[src/rtl/parking_pkg.sv]
// ============================================================================
// Module : parking_pkg
// Brief  : Shared constants for the parking duration timer slice.
// Rev    : 1.0  initial release
// ============================================================================
`default_nettype none

package parking_pkg;

    localparam logic [1:0] ST_OK             = 2'b00;
    localparam logic [1:0] ST_ALREADY_ACTIVE = 2'b01;
    localparam logic [1:0] ST_NOT_ACTIVE     = 2'b10;
    localparam logic [1:0] ST_BAD_SLOT       = 2'b11;

    localparam logic OP_START = 1'b0;
    localparam logic OP_STOP  = 1'b1;

    localparam logic [5:0] SEC_MAX = 6'd59;

    localparam int             FSM_W    = 1;
    localparam logic [FSM_W-1:0] FSM_IDLE = 1'b0;
    localparam logic [FSM_W-1:0] FSM_RESP = 1'b1;

endpackage : parking_pkg

`default_nettype wire

[src/rtl/parking_duration_timer_if.sv]
// ============================================================================
// Module : parking_duration_timer_if
// Brief  : Command/response handshake bundle between controller and timer.
// Rev    : 1.0  initial release
// ============================================================================
`default_nettype none

interface parking_duration_timer_if #(
    parameter int SLOT_W = 2,
    parameter int MIN_W  = 10
);

    logic              cmd_valid;
    logic              cmd_ready;
    logic              cmd_op;
    logic [SLOT_W-1:0] cmd_slot;

    logic              rsp_valid;
    logic              rsp_ready;
    logic [SLOT_W-1:0] rsp_slot;
    logic [MIN_W-1:0]  rsp_minutes;
    logic [5:0]        rsp_seconds;
    logic [1:0]        rsp_status;

    modport master (
        output cmd_valid, cmd_op, cmd_slot, rsp_ready,
        input  cmd_ready, rsp_valid, rsp_slot, rsp_minutes, rsp_seconds, rsp_status
    );

    modport slave (
        input  cmd_valid, cmd_op, cmd_slot, rsp_ready,
        output cmd_ready, rsp_valid, rsp_slot, rsp_minutes, rsp_seconds, rsp_status
    );

endinterface : parking_duration_timer_if

`default_nettype wire

[src/rtl/tick_edge_detect.sv]
// ============================================================================
// Module : tick_edge_detect
// Brief  : Rising-edge pulse from a clk-domain level signal.
// Rev    : 1.0  initial release
// ============================================================================
`default_nettype none

module tick_edge_detect #(
    parameter logic RESET_VAL = 1'b1
) (
    input  wire logic clk,
    input  wire logic rst,
    input  wire logic i_level,
    output logic      o_pulse
);

    logic r_level_q;

    // Resetting to 1 suppresses a false edge when the level is already high at release
    always_ff @(posedge clk or posedge rst) begin
        if (rst) begin
            r_level_q <= RESET_VAL;
        end else begin
            r_level_q <= i_level;
        end
    end

    assign o_pulse = i_level & ~r_level_q;

endmodule : tick_edge_detect

`default_nettype wire

[src/rtl/parking_duration_timer.sv]
// ============================================================================
// Module : parking_duration_timer
// Brief  : Per-slot mm:ss parking timers driven by 1 Hz ticks, start/stop cmds.
// Rev    : 1.0  initial release
// ============================================================================
`default_nettype none

module parking_duration_timer
    import parking_pkg::*;
#(
    parameter int NUM_SLOTS = 4,
    parameter int SLOT_W    = 2,
    parameter int MIN_W     = 10
) (
    input  wire logic                 clk,
    input  wire logic                 reset,
    input  wire logic                 tick_1Hz,
    parking_duration_timer_if.slave   bus,
    output logic [NUM_SLOTS-1:0]      active
);

    localparam logic [MIN_W-1:0] c_MIN_MAX = '1;

    logic                 w_sec_pulse;
    logic                 w_accept;
    logic                 w_slot_ok;
    logic                 w_start_go;
    logic                 w_stop_go;
    logic [MIN_W-1:0]     w_cur_min;
    logic [5:0]           w_cur_sec;
    logic                 w_cur_act;
    logic [SLOT_W-1:0]    w_rsp_slot;
    logic [MIN_W-1:0]     w_rsp_min;
    logic [5:0]           w_rsp_sec;
    logic [1:0]           w_rsp_status;

    logic [MIN_W-1:0]     w_min_arr [NUM_SLOTS];
    logic [5:0]           w_sec_arr [NUM_SLOTS];
    logic [NUM_SLOTS-1:0] w_active;

    logic [FSM_W-1:0]     r_state;
    logic                 r_cmd_ready;
    logic                 r_rsp_valid;
    logic [SLOT_W-1:0]    r_rsp_slot;
    logic [MIN_W-1:0]     r_rsp_min;
    logic [5:0]           r_rsp_sec;
    logic [1:0]           r_rsp_status;

    tick_edge_detect #(
        .RESET_VAL (1'b1)
    ) u_tick_edge (
        .clk     (clk),
        .rst     (reset),
        .i_level (tick_1Hz),
        .o_pulse (w_sec_pulse)
    );

    assign w_accept  = (r_state == FSM_IDLE) & bus.cmd_valid & r_cmd_ready;
    assign w_slot_ok = ({1'b0, bus.cmd_slot} < (SLOT_W+1)'(NUM_SLOTS));

    always_comb begin
        w_cur_min = '0;
        w_cur_sec = '0;
        w_cur_act = 1'b0;
        for (int i = 0; i < NUM_SLOTS; i++) begin
            if (bus.cmd_slot == SLOT_W'(i)) begin
                w_cur_min = w_min_arr[i];
                w_cur_sec = w_sec_arr[i];
                w_cur_act = w_active[i];
            end
        end
    end

    assign w_start_go = w_accept & (bus.cmd_op == OP_START) & w_slot_ok & ~w_cur_act;
    assign w_stop_go  = w_accept & (bus.cmd_op == OP_STOP)  & w_slot_ok &  w_cur_act;

    // Commands on a slot take priority over a coincident second pulse for that slot
    generate
        for (genvar i = 0; i < NUM_SLOTS; i++) begin : g_slot
            logic             w_hit;
            logic             r_act;
            logic [MIN_W-1:0] r_min;
            logic [5:0]       r_sec;

            assign w_hit = (bus.cmd_slot == SLOT_W'(i));

            always_ff @(posedge clk or posedge reset) begin
                if (reset) begin
                    r_act <= 1'b0;
                    r_min <= '0;
                    r_sec <= '0;
                end else if (w_start_go && w_hit) begin
                    r_act <= 1'b1;
                    r_min <= '0;
                    r_sec <= '0;
                end else if (w_stop_go && w_hit) begin
                    r_act <= 1'b0;
                end else if (r_act && w_sec_pulse) begin
                    if (r_sec == SEC_MAX) begin
                        if (r_min != c_MIN_MAX) begin
                            r_sec <= '0;
                            r_min <= r_min + 1'b1;
                        end
                    end else begin
                        r_sec <= r_sec + 1'b1;
                    end
                end
            end

            assign w_active[i]  = r_act;
            assign w_min_arr[i] = r_min;
            assign w_sec_arr[i] = r_sec;
        end
    endgenerate

    always_comb begin
        w_rsp_slot   = bus.cmd_slot;
        w_rsp_min    = '0;
        w_rsp_sec    = '0;
        w_rsp_status = ST_OK;
        if (!w_slot_ok) begin
            w_rsp_slot   = '0;
            w_rsp_status = ST_BAD_SLOT;
        end else if (bus.cmd_op == OP_START) begin
            if (w_cur_act) begin
                w_rsp_status = ST_ALREADY_ACTIVE;
                w_rsp_min    = w_cur_min;
                w_rsp_sec    = w_cur_sec;
            end
        end else begin
            if (w_cur_act) begin
                w_rsp_min = w_cur_min;
                w_rsp_sec = w_cur_sec;
            end else begin
                w_rsp_status = ST_NOT_ACTIVE;
            end
        end
    end

    always_ff @(posedge clk or posedge reset) begin
        if (reset) begin
            r_state      <= FSM_IDLE;
            r_cmd_ready  <= 1'b0;
            r_rsp_valid  <= 1'b0;
            r_rsp_slot   <= '0;
            r_rsp_min    <= '0;
            r_rsp_sec    <= '0;
            r_rsp_status <= ST_OK;
        end else begin
            case (r_state)
                FSM_IDLE: begin
                    if (w_accept) begin
                        r_state      <= FSM_RESP;
                        r_cmd_ready  <= 1'b0;
                        r_rsp_valid  <= 1'b1;
                        r_rsp_slot   <= w_rsp_slot;
                        r_rsp_min    <= w_rsp_min;
                        r_rsp_sec    <= w_rsp_sec;
                        r_rsp_status <= w_rsp_status;
                    end else begin
                        r_cmd_ready  <= 1'b1;
                    end
                end
                FSM_RESP: begin
                    if (r_rsp_valid && bus.rsp_ready) begin
                        r_state     <= FSM_IDLE;
                        r_rsp_valid <= 1'b0;
                        r_cmd_ready <= 1'b1;
                    end
                end
                default: begin
                    r_state     <= FSM_IDLE;
                    r_cmd_ready <= 1'b0;
                    r_rsp_valid <= 1'b0;
                end
            endcase
        end
    end

    assign bus.cmd_ready   = r_cmd_ready;
    assign bus.rsp_valid   = r_rsp_valid;
    assign bus.rsp_slot    = r_rsp_slot;
    assign bus.rsp_minutes = r_rsp_min;
    assign bus.rsp_seconds = r_rsp_sec;
    assign bus.rsp_status  = r_rsp_status;
    assign active          = w_active;

endmodule : parking_duration_timer

`default_nettype wire

[src/flat_wrapper.sv]
// flat-port wrapper written by rule: the top's interface ports become plain ports
module parking_duration_timer_flat import parking_pkg::*;
#(
    parameter int NUM_SLOTS = 4,
    parameter int SLOT_W    = 2,
    parameter int MIN_W     = 10
)
  (clk, reset, tick_1Hz, active, bus_cmd_valid, bus_cmd_op, bus_cmd_slot, bus_rsp_ready, bus_cmd_ready, bus_rsp_valid, bus_rsp_slot, bus_rsp_minutes, bus_rsp_seconds, bus_rsp_status);
  parking_duration_timer_if #(.SLOT_W(SLOT_W), .MIN_W(MIN_W)) bus_i ();
  input  wire logic clk;
  input  wire logic reset;
  input  wire logic tick_1Hz;
  output logic [NUM_SLOTS-1:0] active;
  input wire logic [$bits(bus_i.cmd_valid)-1:0] bus_cmd_valid;
  input wire logic [$bits(bus_i.cmd_op)-1:0] bus_cmd_op;
  input wire logic [$bits(bus_i.cmd_slot)-1:0] bus_cmd_slot;
  input wire logic [$bits(bus_i.rsp_ready)-1:0] bus_rsp_ready;
  output wire logic [$bits(bus_i.cmd_ready)-1:0] bus_cmd_ready;
  output wire logic [$bits(bus_i.rsp_valid)-1:0] bus_rsp_valid;
  output wire logic [$bits(bus_i.rsp_slot)-1:0] bus_rsp_slot;
  output wire logic [$bits(bus_i.rsp_minutes)-1:0] bus_rsp_minutes;
  output wire logic [$bits(bus_i.rsp_seconds)-1:0] bus_rsp_seconds;
  output wire logic [$bits(bus_i.rsp_status)-1:0] bus_rsp_status;
  assign bus_i.cmd_valid = bus_cmd_valid;
  assign bus_i.cmd_op = bus_cmd_op;
  assign bus_i.cmd_slot = bus_cmd_slot;
  assign bus_i.rsp_ready = bus_rsp_ready;
  assign bus_cmd_ready = bus_i.cmd_ready;
  assign bus_rsp_valid = bus_i.rsp_valid;
  assign bus_rsp_slot = bus_i.rsp_slot;
  assign bus_rsp_minutes = bus_i.rsp_minutes;
  assign bus_rsp_seconds = bus_i.rsp_seconds;
  assign bus_rsp_status = bus_i.rsp_status;
  parking_duration_timer #(.NUM_SLOTS(NUM_SLOTS), .SLOT_W(SLOT_W), .MIN_W(MIN_W)) u_core (.clk(clk), .reset(reset), .tick_1Hz(tick_1Hz), .bus(bus_i), .active(active));
endmodule
[config.mk]
export PLATFORM = sky130hd
export DESIGN_NAME = parking_duration_timer_flat
export DESIGN_NICKNAME = d
export VERILOG_FILES = /design/src/rtl/parking_pkg.sv /design/src/rtl/parking_duration_timer_if.sv /design/src/rtl/tick_edge_detect.sv /design/src/rtl/parking_duration_timer.sv /design/src/flat_wrapper.sv
export SDC_FILE = /design/constraint.sdc
export NUM_CORES = 1
export LEC_CHECK = 0
export CAP_MARGIN = 10
export CORE_MARGIN = 5
export CORE_UTILIZATION = 41
export DETAILED_ROUTE_END_ITERATION = 7
export DONT_BUFFER_PORTS = 1
export GPL_TIMING_DRIVEN = 1
export PLACE_DENSITY = 0.67
export SKIP_CTS_REPAIR_TIMING = 1
export SYNTH_ARGS = -nofsm -noshare
export SYNTH_HDL_FRONTEND = slang
export SYNTH_SLANG_ARGS = --single-unit
[constraint.sdc]
create_clock -name clk -period 3.7 [get_ports clk]
set_clock_uncertainty 0.05 [all_clocks]
set_input_delay 0.74 -clock clk [delete_from_list [all_inputs] [get_ports clk]]
set_output_delay 0.74 -clock clk [all_outputs]
set_load 0.005 [all_outputs]
==> summary.md, run 1 <==
| Metric | Value |
|---|---|
| Worst-path clk slew | 0.07 ns |
| # diodes | 0 |
| Synth Net Count | 604 |
| Top-level port count | 34 |
| #FFs+latches synth | 92 |
| Top post-synthesis cells by area | dfrtp_1, mux4_2, o21ai_0 |
| Post-route ant nets | 0 |
| Fin crit share | 0.652 |
| Most instantiated cells after synthesis | dfrtp_1, nand2_1, o21ai_0 |
| Gp weighted congestion | 0.897 |
| Total negative slack | 0 ns |
| Clk sinks | 92 |
| Ys Warns | 0 |
| Mapped cell area | 5400 µm² |
| Fill count | 1243 |
| Fmax | 415 MHz |
| Clock Latency Late Sink | 0.35 ns |
| Fraction of layout cells with a size suffix above 1 | 0.0816 |
| Die area | 15600 µm² |
| First-pass GRT wire length | 24500 µm |
| Vias in the first global route | 4495 |
| Critical path data required time | 3.92 ns |
| Largest net degree at the start of global routing | 48 |
| Mapped Cells | 588 |
| Die W | 125 µm |
| Status | completed |
| Final min period | 2.41 ns |
| Global route overflow | 0 |
| Crit path max fanout | 5 |
| Core ar. | 13100 µm² |
| Critical path type | reg -> reg |
| Crit path capture type | flip-flop |
| Die Y | 125 µm |
| Number of enable flip-flop cells after synthesis | 0 |
| Final hold vios | 0 |
| RSZ-0062 raised after global routing | false |
| VDD IR max | 0.224 mV |
| TritonCTS clock tree | built |
| Final nets | 587 |
| Deepest clock path buffer count | 2 |
| Root buffer cell | clkbuf_16 |
| Max-cap violations | 0 |
| Post-synth top area share | 0.422 |
| Min-Delay Path Class | in -> async |
| Non-filler cells, final | 752 |
| Iter 0 DRT Violations | 515 |
| Initial antenna violation count | 0 |
| Synth area leader | dfrtp_1 |
| DRC errors left | 0 |
| Starting Density | 0.413 |
| Total track usage | 0.195 |
| Sequential share of the synthesized area | 0.427 |
| Detailed placer's ending HPWL | 10900 µm |
| H-tree depth | 3 |
| Area Growth Syn to Fin | 8.13% |
| Most numerous cell in the Yosys netlist | dfrtp_1 |
| DP Cell Count | 736 |
| Vias | 4804 |
| PwrDens | 568 nW/µm² |
| Static Leak | 2.36 nW |
| Final wirelength | 14900 µm |
| Num rows | 42 |
| Post-synth ARST share | 1.00 |
| Sequential cell area | 2300 µm² |
| PortBufs | 0 |
| CP Launch Type | flip-flop |
| Count of unique library cells instantiated by Yosys | 57 |
| TritonCTS Buffers | 9 |
| Avg Inst Size Synth | 9.18 µm² |
| Multi-input gate area | 2890 µm² |
| Slew @ Worst Pin | 0.921 ns |
| Slew margin rel. | 0.382 |
| Slew Viols, Final | 0 |
| Drt via density | 6.39 |
| TritonRoute pass-1 iters | 5 |
| Routed len/inst | 19.8 µm |
| Worst Path Arrival | 2.63 ns |
| Dominant synthesized flop cell | dfrtp_1 |
| # setup viols final | 0 |
path summary, 6_finish.rpt:
path	startpoint	to	slack, ns	depth (start not counted)
worst max-delay path	u_core.g_slot[3].r_sec[0]	u_core.g_slot[3].r_min[9]	1.29	6
worst min-delay path	reset	u_core.g_slot[0].r_min[8]	0.34	1
worst max register to register	u_core.g_slot[3].r_sec[0]	u_core.g_slot[3].r_min[9]	1.29	6
worst min register to register	u_core.bus.rsp_status[1]	u_core.bus.rsp_status[1]	0.46	2
max in group asynchronous	reset	u_core.u_tick_edge.r_level_q	2.49	2
min in group clk	tick_1Hz	u_core.u_tick_edge.r_level_q	0.34	0
kinds of logic (layout without fill, tap and decap cells):
logic type      Yosys count  count (layout)  share of synthesized area
simple gates            272             272                      0.272
compound gates          149             149                      0.167
flops                    92              92                      0.427
buf+inv                  45              33                     0.0375
mux                      22              22                     0.0781
fa+ha+maj                 8               8                     0.0185
worst max-delay path: stages, from the launching register on:
cell and delay (ns):
dfrtp_1 0.45, ha_1 0.25, nand4_1 0.21, nor4_1 0.50
o2111ai_1 0.28, or4_1 0.46, a21oi_1 0.14
metal layers:
metal	global-route usage	share of wire
met1	0.262	0.43
met2	0.309	0.47
met3	0.0347	0.067
met4	0.0851	0.026
met5	0	0
cells in the final DEF (no fill, tap or decap), types with 3 or more instances in the layout:
| master | count |
|---|---|
| and3_1 | 12 |
| nor3_1 | 8 |
| ha_1 | 8 |
| a21oi_1 | 29 |
| nand4b_1 | 4 |
| nand2b_1 | 21 |
| a41oi_1 | 3 |
| o21a_1 | 4 |
| nand3_1 | 51 |
| and4b_1 | 3 |
| inv_1 | 11 |
| o41ai_1 | 4 |
| mux4_2 | 16 |
| o31ai_1 | 13 |
| nor2_1 | 23 |
| and4_1 | 7 |
| nor3b_1 | 3 |
| or4_1 | 20 |
| nand4_1 | 13 |
| nand2_1 | 77 |
| clkbuf_16 | 9 |
| nor4_1 | 10 |
| buf_4 | 4 |
| dfrtp_1 | 91 |
| mux2i_1 | 5 |
| a21o_1 | 5 |
| o21ai_0 | 64 |
| or3_1 | 5 |
| a31oi_1 | 8 |
| nor2b_1 | 3 |
cell type report:
class                           instances  area share
Clock inverter                          5      0.0141
Timing Repair Buffer                    5     0.00857
Multi-Input combinational cell        451       0.495
Clock buffer                           11      0.0416
Tap cell                              176      0.0377
Inverter                               12     0.00793
Sequential cell                        92       0.395
per-stage QoR:
step,utilization,total power [mW],setup WS (ns),hold WS (ns),cell area [µm²]
2_1_floorplan,-,2.09,0.520,0.410,5400
3_3_place_gp,0.421,2.26,1.24,0.446,5510
3_5_place_dp,0.421,2.31,1.17,0.449,5510
4_1_cts,0.446,3.32,1.31,0.319,5840
5_1_grt,0.446,3.51,1.12,0.316,5840
6_report,0.446,3.32,1.29,0.335,5840
state kept, by name, summed over array words and instances, names as in the netlist:
register and flops:
u_core.bus.rsp_valid 1, u_core.bus.rsp_minutes 10, u_core.u_tick_edge.r_level_q 1, u_core.bus.cmd_ready 1
u_core.g_slot.r_min 40, u_core.bus.rsp_seconds 6, u_core.g_slot.r_sec 24, u_core.bus.rsp_slot 2
u_core.bus.rsp_status 2, u_core.g_slot.r_act 4, u_core.r_state 1
power breakdown:
| part | internal, mW | switching, mW |
|---|---|---|
| sequential | 1.19 | 0.295 |
| combinational | 0.316 | 0.504 |
| clock | 0.615 | 0.399 |
| total | 2.12 | 1.20 |
No activity file was read; power rests on OpenSTA's default activity.
==> run 2: changes to the inputs <==
- clock period: 3.7 -> 2.31 ns (I/O delays scaled with it)
==> summary.md, run 2 (synthesized netlist as in run 1, its figures left out) <==
| Metric | Value |
|---|---|
| Status | completed |
| Critical path data required time | 2.54 ns (-1.38 ns) |
| CP Launch Type | flip-flop |
| Area Growth Syn to Fin | 11.2% |
| CP cell instances | ha_2, and4_1, and3_1, or4_4, or4b_1, nand3_1 |
| # setup viols final | 0 (unchanged) |
| Final hold vios | 0 (unchanged) |
| Initial antenna violation count | 0 (unchanged) |
| Worst Setup Slack, final | 0.0720 ns (-1.22 ns) |
| Fraction of layout cells with a size suffix above 1 | 0.121 (+0.0397) |
| Max-cap violations | 0 (unchanged) |
| Most common cell after layout, fill and taps aside | dfrtp_1 |
| First-pass GRT wire length | 24300 µm (-0.79%) |
| Worst-path clk slew | 0.06 ns (about the same) |
| Switching Share | 0.363 (+0.00232) |
| Worst path slowest cell | or4_4 |
| TritonCTS clock tree | built |
| Critical path origin | u_core.g_slot[1].r_min[1] |
| Fmax | 447 MHz (+7.8%) |
| Slew @ Worst Pin | 0.538 ns (-0.384 ns) |
| DRC errors left | 0 (unchanged) |
| Hold depth | 0 |
| Final wirelength | 14800 µm (-1.0%) |
| Final nets | 614 (+4.6%) |
| Crit path capture type | flip-flop |
| RSZ-0062 raised after global routing | false |
| Core ar. | 13100 µm² (unchanged) |
| Routed len/inst | 19.0 µm (-4.3%) |
| Worst Path Arrival | 2.47 ns (-0.16 ns) |
| Largest stage delay on the critical path | 0.49 ns (about the same) |
| Clock Latency Late Sink | 0.35 ns (about the same) |
| Clk sinks | 92 (unchanged) |
| Critical Path End | u_core.g_slot[1].r_min[5] |
| PwrDens | 869 nW/µm² (+53%) |
| Critical path type | reg -> reg |
| Largest register by flop count | u_core.g_slot.r_min |
| Deepest clock path buffer count | 2 (unchanged) |
| Die area | 15600 µm² (unchanged) |
| H-tree depth | 3 (unchanged) |
| Global route overflow | 0 (unchanged) |
| Num rows | 42 (unchanged) |
| Gp weighted congestion | 0.887 (-1.0%) |
| DP Cell Count | 762 (+3.5%) |
| Reg-to-Reg End | u_core.g_slot[1].r_min[5] |
| # diodes | 0 (unchanged) |
| Non-filler cells, final | 778 (+3.5%) |
| Drt via density | 6.19 (-3.2%) |
| Worst Path Buf+Inv | 0 (unchanged) |
| Iter 0 DRT Violations | 571 (+11%) |
| Most frequent cells in the layout | dfrtp_1, nand2_1, o21ai_0 |
| Dpl ws | 0.0536 ns (-1.12 ns) |
| Slew margin rel. | 0.638 (+0.257) |
| Die W | 125 µm (unchanged) |
| Vias | 4812 (+0.17%) |
| FF-to-FF path depth | 6 (unchanged) |
| Root buffer cell | clkbuf_16 |
| Static Leak | 2.46 nW (+4.1%) |
| Fin crit share | 0.969 (+0.317) |
| Worst path top cell family by delay | simple AND/OR/NAND/NOR gates |
| Worst r2r src | u_core.g_slot[1].r_min[1] |
| PortBufs | 0 (unchanged) |
| Fin util | 0.459 (+0.0127) |
| Combinational power share | 0.291 (+0.044) |
| Total track usage | 0.195 (-0.000444) |
| Slew Viols, Final | 0 (unchanged) |
| TritonRoute pass-1 iters | 5 (unchanged) |
| TritonCTS Buffers | 9 (unchanged) |
| Detailed placer's ending HPWL | 10900 µm (about the same) |
| Flop-to-flop setup slack | 0.07 ns (-1.22 ns) |
| Final min period | 2.24 ns (-0.174 ns) |
| Min-Delay Path Class | in -> reg |
| Total negative slack | 0 ns (unchanged) |
| Die Y | 125 µm (unchanged) |
| Top-level port count | 34 (unchanged) |
| Flop pwr share | 0.442 (-0.005) |
| Max reg flops | 40 (unchanged) |
| Power Internal | 3.32 mW (+57%) |
| Worst path depth | 6 (unchanged) |
| Vias in the first global route | 4596 (+2.2%) |
| Post-route ant nets | 0 (unchanged) |
| Crit path max fanout | 4 (-1) |
| Largest net degree at the start of global routing | 74 (+54%) |
| Net switching power | 1.90 mW (+58%) |
| Part of the power in the clock network | 0.267 (-0.038) |
| Hold slack | 0.0543 ns (-0.281 ns) |
| VDD IR max | 0.421 mV (+88%) |
| Starting Density | 0.413 (unchanged) |
run 2: worst min path at each step:
stage | startpoint | to | slack [ns]
2_1_floorplan | u_core.g_slot[1].r_min[6] | u_core.g_slot[1].r_min[6] | 0.41
3_3_place_gp | reset | u_core.g_slot[0].r_min[7] | 0.32
3_5_place_dp | reset | u_core.g_slot[0].r_min[7] | 0.34
4_1_cts | reset | u_core.g_slot[0].r_min[2] | -0.04
5_1_grt | tick_1Hz | u_core.u_tick_edge.r_level_q | 0.04
6_report | tick_1Hz | u_core.u_tick_edge.r_level_q | 0.05
run 2: through the flow:
step                power [mW]  instance area (µm²)
floorplan                 3.34                 5400
global placement          3.77                 5710
detailed placement        3.83                 5710
CTS                       5.24                 5980
global route              5.55                 6000
finish                    5.22                 6000
run 2: metal layers:
layer,GRT usage,routed length (µm),share of wire,vias up
li1,-,-,-,2245
met1,0.256,6410,0.43,2344
met2,0.300,6690,0.45,186
met3,0.0437,1080,0.073,37
met4,0.103,589,0.040,0
met5,0,0,0,-
run 2: final cells by class:
class                           count  area, µm²
Clock inverter                      1       7.51
Tap cell                          176        220
Inverter                           12       48.8
Clock buffer                       14        264
Sequential cell                    92       2300
Fill cell                        1237       7080
Multi-Input combinational cell    451       2910
Timing Repair Buffer               32        255
run 2: power groups by stage:
stage | logic [mW] | clock network (mW) | registers [mW]
CTS | 1.51 | 1.43 | 2.30
detailed placement | 1.50 | 0 | 2.33
global placement | 1.45 | 0 | 2.32
global route | 1.71 | 1.48 | 2.35
floorplan | 1.17 | 0 | 2.17
finish | 1.52 | 1.39 | 2.31
==> run 3: changes to the inputs <==
- clock period: 2.31 -> 2.65 ns (I/O delays scaled with it)
==> summary.md, run 3 (synthesized netlist as in run 1, its figures left out) <==
| Metric | Value |
|---|---|
| Most frequent cells in the layout | dfrtp_1, nand2_1, o21ai_0 |
| Area Growth Syn to Fin | 8.51% |
| Root buffer cell | clkbuf_16 |
| Total track usage | 0.194 (-0.00105) |
| # setup viols final | 0 (unchanged) |
| Initial antenna violation count | 0 (unchanged) |
| Core ar. | 13100 µm² (unchanged) |
| Worst Path Arrival | 2.59 ns (+0.12 ns) |
| Top-level port count | 34 (unchanged) |
| VDD IR max | 0.423 mV (+0.45%) |
| Max reg flops | 40 (unchanged) |
| Largest register by flop count | u_core.g_slot.r_min |
| Worst path top cell family by delay | simple AND/OR/NAND/NOR gates |
| Largest net degree at the start of global routing | 43 (-42%) |
| H-tree depth | 3 (unchanged) |
| Final nets | 593 (-3.4%) |
| Met3 Resource Use GR | 0.0467 (+0.00300) |
| Fraction of layout cells with a size suffix above 1 | 0.0859 (-0.0354) |
| Post-route ant nets | 0 (unchanged) |
| Fmax | 424 MHz (-5.2%) |
| Total negative slack | 0 ns (unchanged) |
| Status | completed |
| Grt peak-use layer | met2 |
| Crit path max fanout | 5 (+1) |
| DRC errors left | 0 (unchanged) |
| Routed len/inst | 19.2 µm (+1.3%) |
| Most common cell after layout, fill and taps aside | dfrtp_1 |
| TritonRoute pass-1 iters | 5 (unchanged) |
| PortBufs | 0 (unchanged) |
| PwrDens | 776 nW/µm² (-11%) |
| Die Y | 125 µm (unchanged) |
| Gp weighted congestion | 0.910 (+2.6%) |
| CP Launch Type | flip-flop |
| Vias in the first global route | 4453 (-3.1%) |
| Design area | 5860 µm² (-2.4%) |
| Worst path slowest cell | or4_1 |
| Largest stage delay on the critical path | 0.48 ns (about the same) |
| Vias | 4733 (-1.6%) |
| Post-Place Cell Area | 5560 µm² (-2.6%) |
| Fill count | 1241 (+0.32%) |
| Global route overflow | 0 (unchanged) |
| Detailed placer's ending HPWL | 10800 µm (-1.4%) |
| TritonCTS Buffers | 9 (unchanged) |
| Final min period | 2.36 ns (+0.123 ns) |
| Power Total | 4.55 mW (-13%) |
| Crit path capture type | flip-flop |
| Met1 Usage GRT | 0.257 (+0.00128) |
| Deepest clock path buffer count | 2 (unchanged) |
| Fin crit share | 0.891 (-0.0778) |
| Die area | 15600 µm² (unchanged) |
| Die W | 125 µm (unchanged) |
| Slew Viols, Final | 0 (unchanged) |
| Static Leak | 2.37 nW (-3.6%) |
| Num rows | 42 (unchanged) |
| Min-Delay Path Class | in -> reg |
| Non-filler cells, final | 758 (-2.6%) |
| Worst-path clk slew | 0.06 ns (about the same) |
| Clock Latency Late Sink | 0.35 ns (about the same) |
| Worst Path Buf+Inv | 0 (unchanged) |
| Starting Density | 0.413 (unchanged) |
| RSZ-0062 raised after global routing | false |
| # diodes | 0 (unchanged) |
| TritonCTS clock tree | built |
| Critical path data required time | 2.88 ns (+0.34 ns) |
| Max-cap violations | 0 (unchanged) |
| Final hold vios | 0 (unchanged) |
| Slew margin rel. | 0.360 (-0.278) |
| Slew @ Worst Pin | 0.953 ns (+0.415 ns) |
| Final wirelength | 14600 µm (-1.3%) |
| Critical path type | reg -> reg |
| DP Cell Count | 742 (-2.6%) |
| Iter 0 DRT Violations | 585 (+2.5%) |
| Clk sinks | 92 (unchanged) |
| CP cell instances | ha_1, nand2_1, nor4_1, nand4_1, or4_1, a21oi_1 |
| GR Util met2 | 0.300 (+0.000318) |
| Drt via density | 6.24 (+0.95%) |
| First-pass GRT wire length | 24100 µm (-0.79%) |
run 3: cell count changes in the layout (fill, tap and decap cells not counted), sizes merged:
cell,previous run,this run
clkbuf,14,15
clkinvlp,2,1
dlygate4sd3,1,0
buf,31,11
bufinv,0,1
run 3: cell type report:
cell class | count | area [µm²] | area share
Multi-Input combinational cell | 451 | 2890 | 0.494
Sequential cell | 92 | 2300 | 0.393
Clock buffer | 15 | 268 | 0.0457
Tap cell | 176 | 220 | 0.0376
Timing Repair Buffer | 11 | 95.1 | 0.0162
Inverter | 12 | 48.8 | 0.00833
Clock inverter | 1 | 30.0 | 0.00513
run 3: per-stage QoR:
step                      hold WS, ns  worst slack [ns]  utilization
after CTS                       0.110             0.314        0.448
final                           0.121             0.289        0.448
after detailed placement        0.454             0.332        0.425
after floorplan                 0.410             0.432            -
after global placement          0.446             0.406        0.425
after global routing            0.107            0.0851        0.448
run 3: worst paths after layout:
path                                      startpoint                      endpoint  slack (ns)  cells past startpoint
min reg2reg                 u_core.bus.rsp_status[1]      u_core.bus.rsp_status[1]        0.46                      2
max                        u_core.g_slot[2].r_sec[0]     u_core.g_slot[2].r_min[9]        0.29                      6
max in group asynchronous                      reset        u_core.bus.rsp_slot[1]        1.69                      2
max reg2reg                u_core.g_slot[2].r_sec[0]     u_core.g_slot[2].r_min[9]        0.29                      6
min                                         tick_1Hz  u_core.u_tick_edge.r_level_q        0.12                      0
min in group asynchronous                      reset     u_core.g_slot[0].r_min[9]        0.13                      1
run 3: per-layer routing:
layer  routed length (µm)  part of all wire
met1                 6230              0.43
met2                 6850              0.47
met3                 1060             0.073
met4                  436             0.030
met5                    0                 0
run 3: power by group:
group	switching (mW)	internal [mW]
combinational	0.699	0.470
sequential	0.401	1.66
clock	0.531	0.785
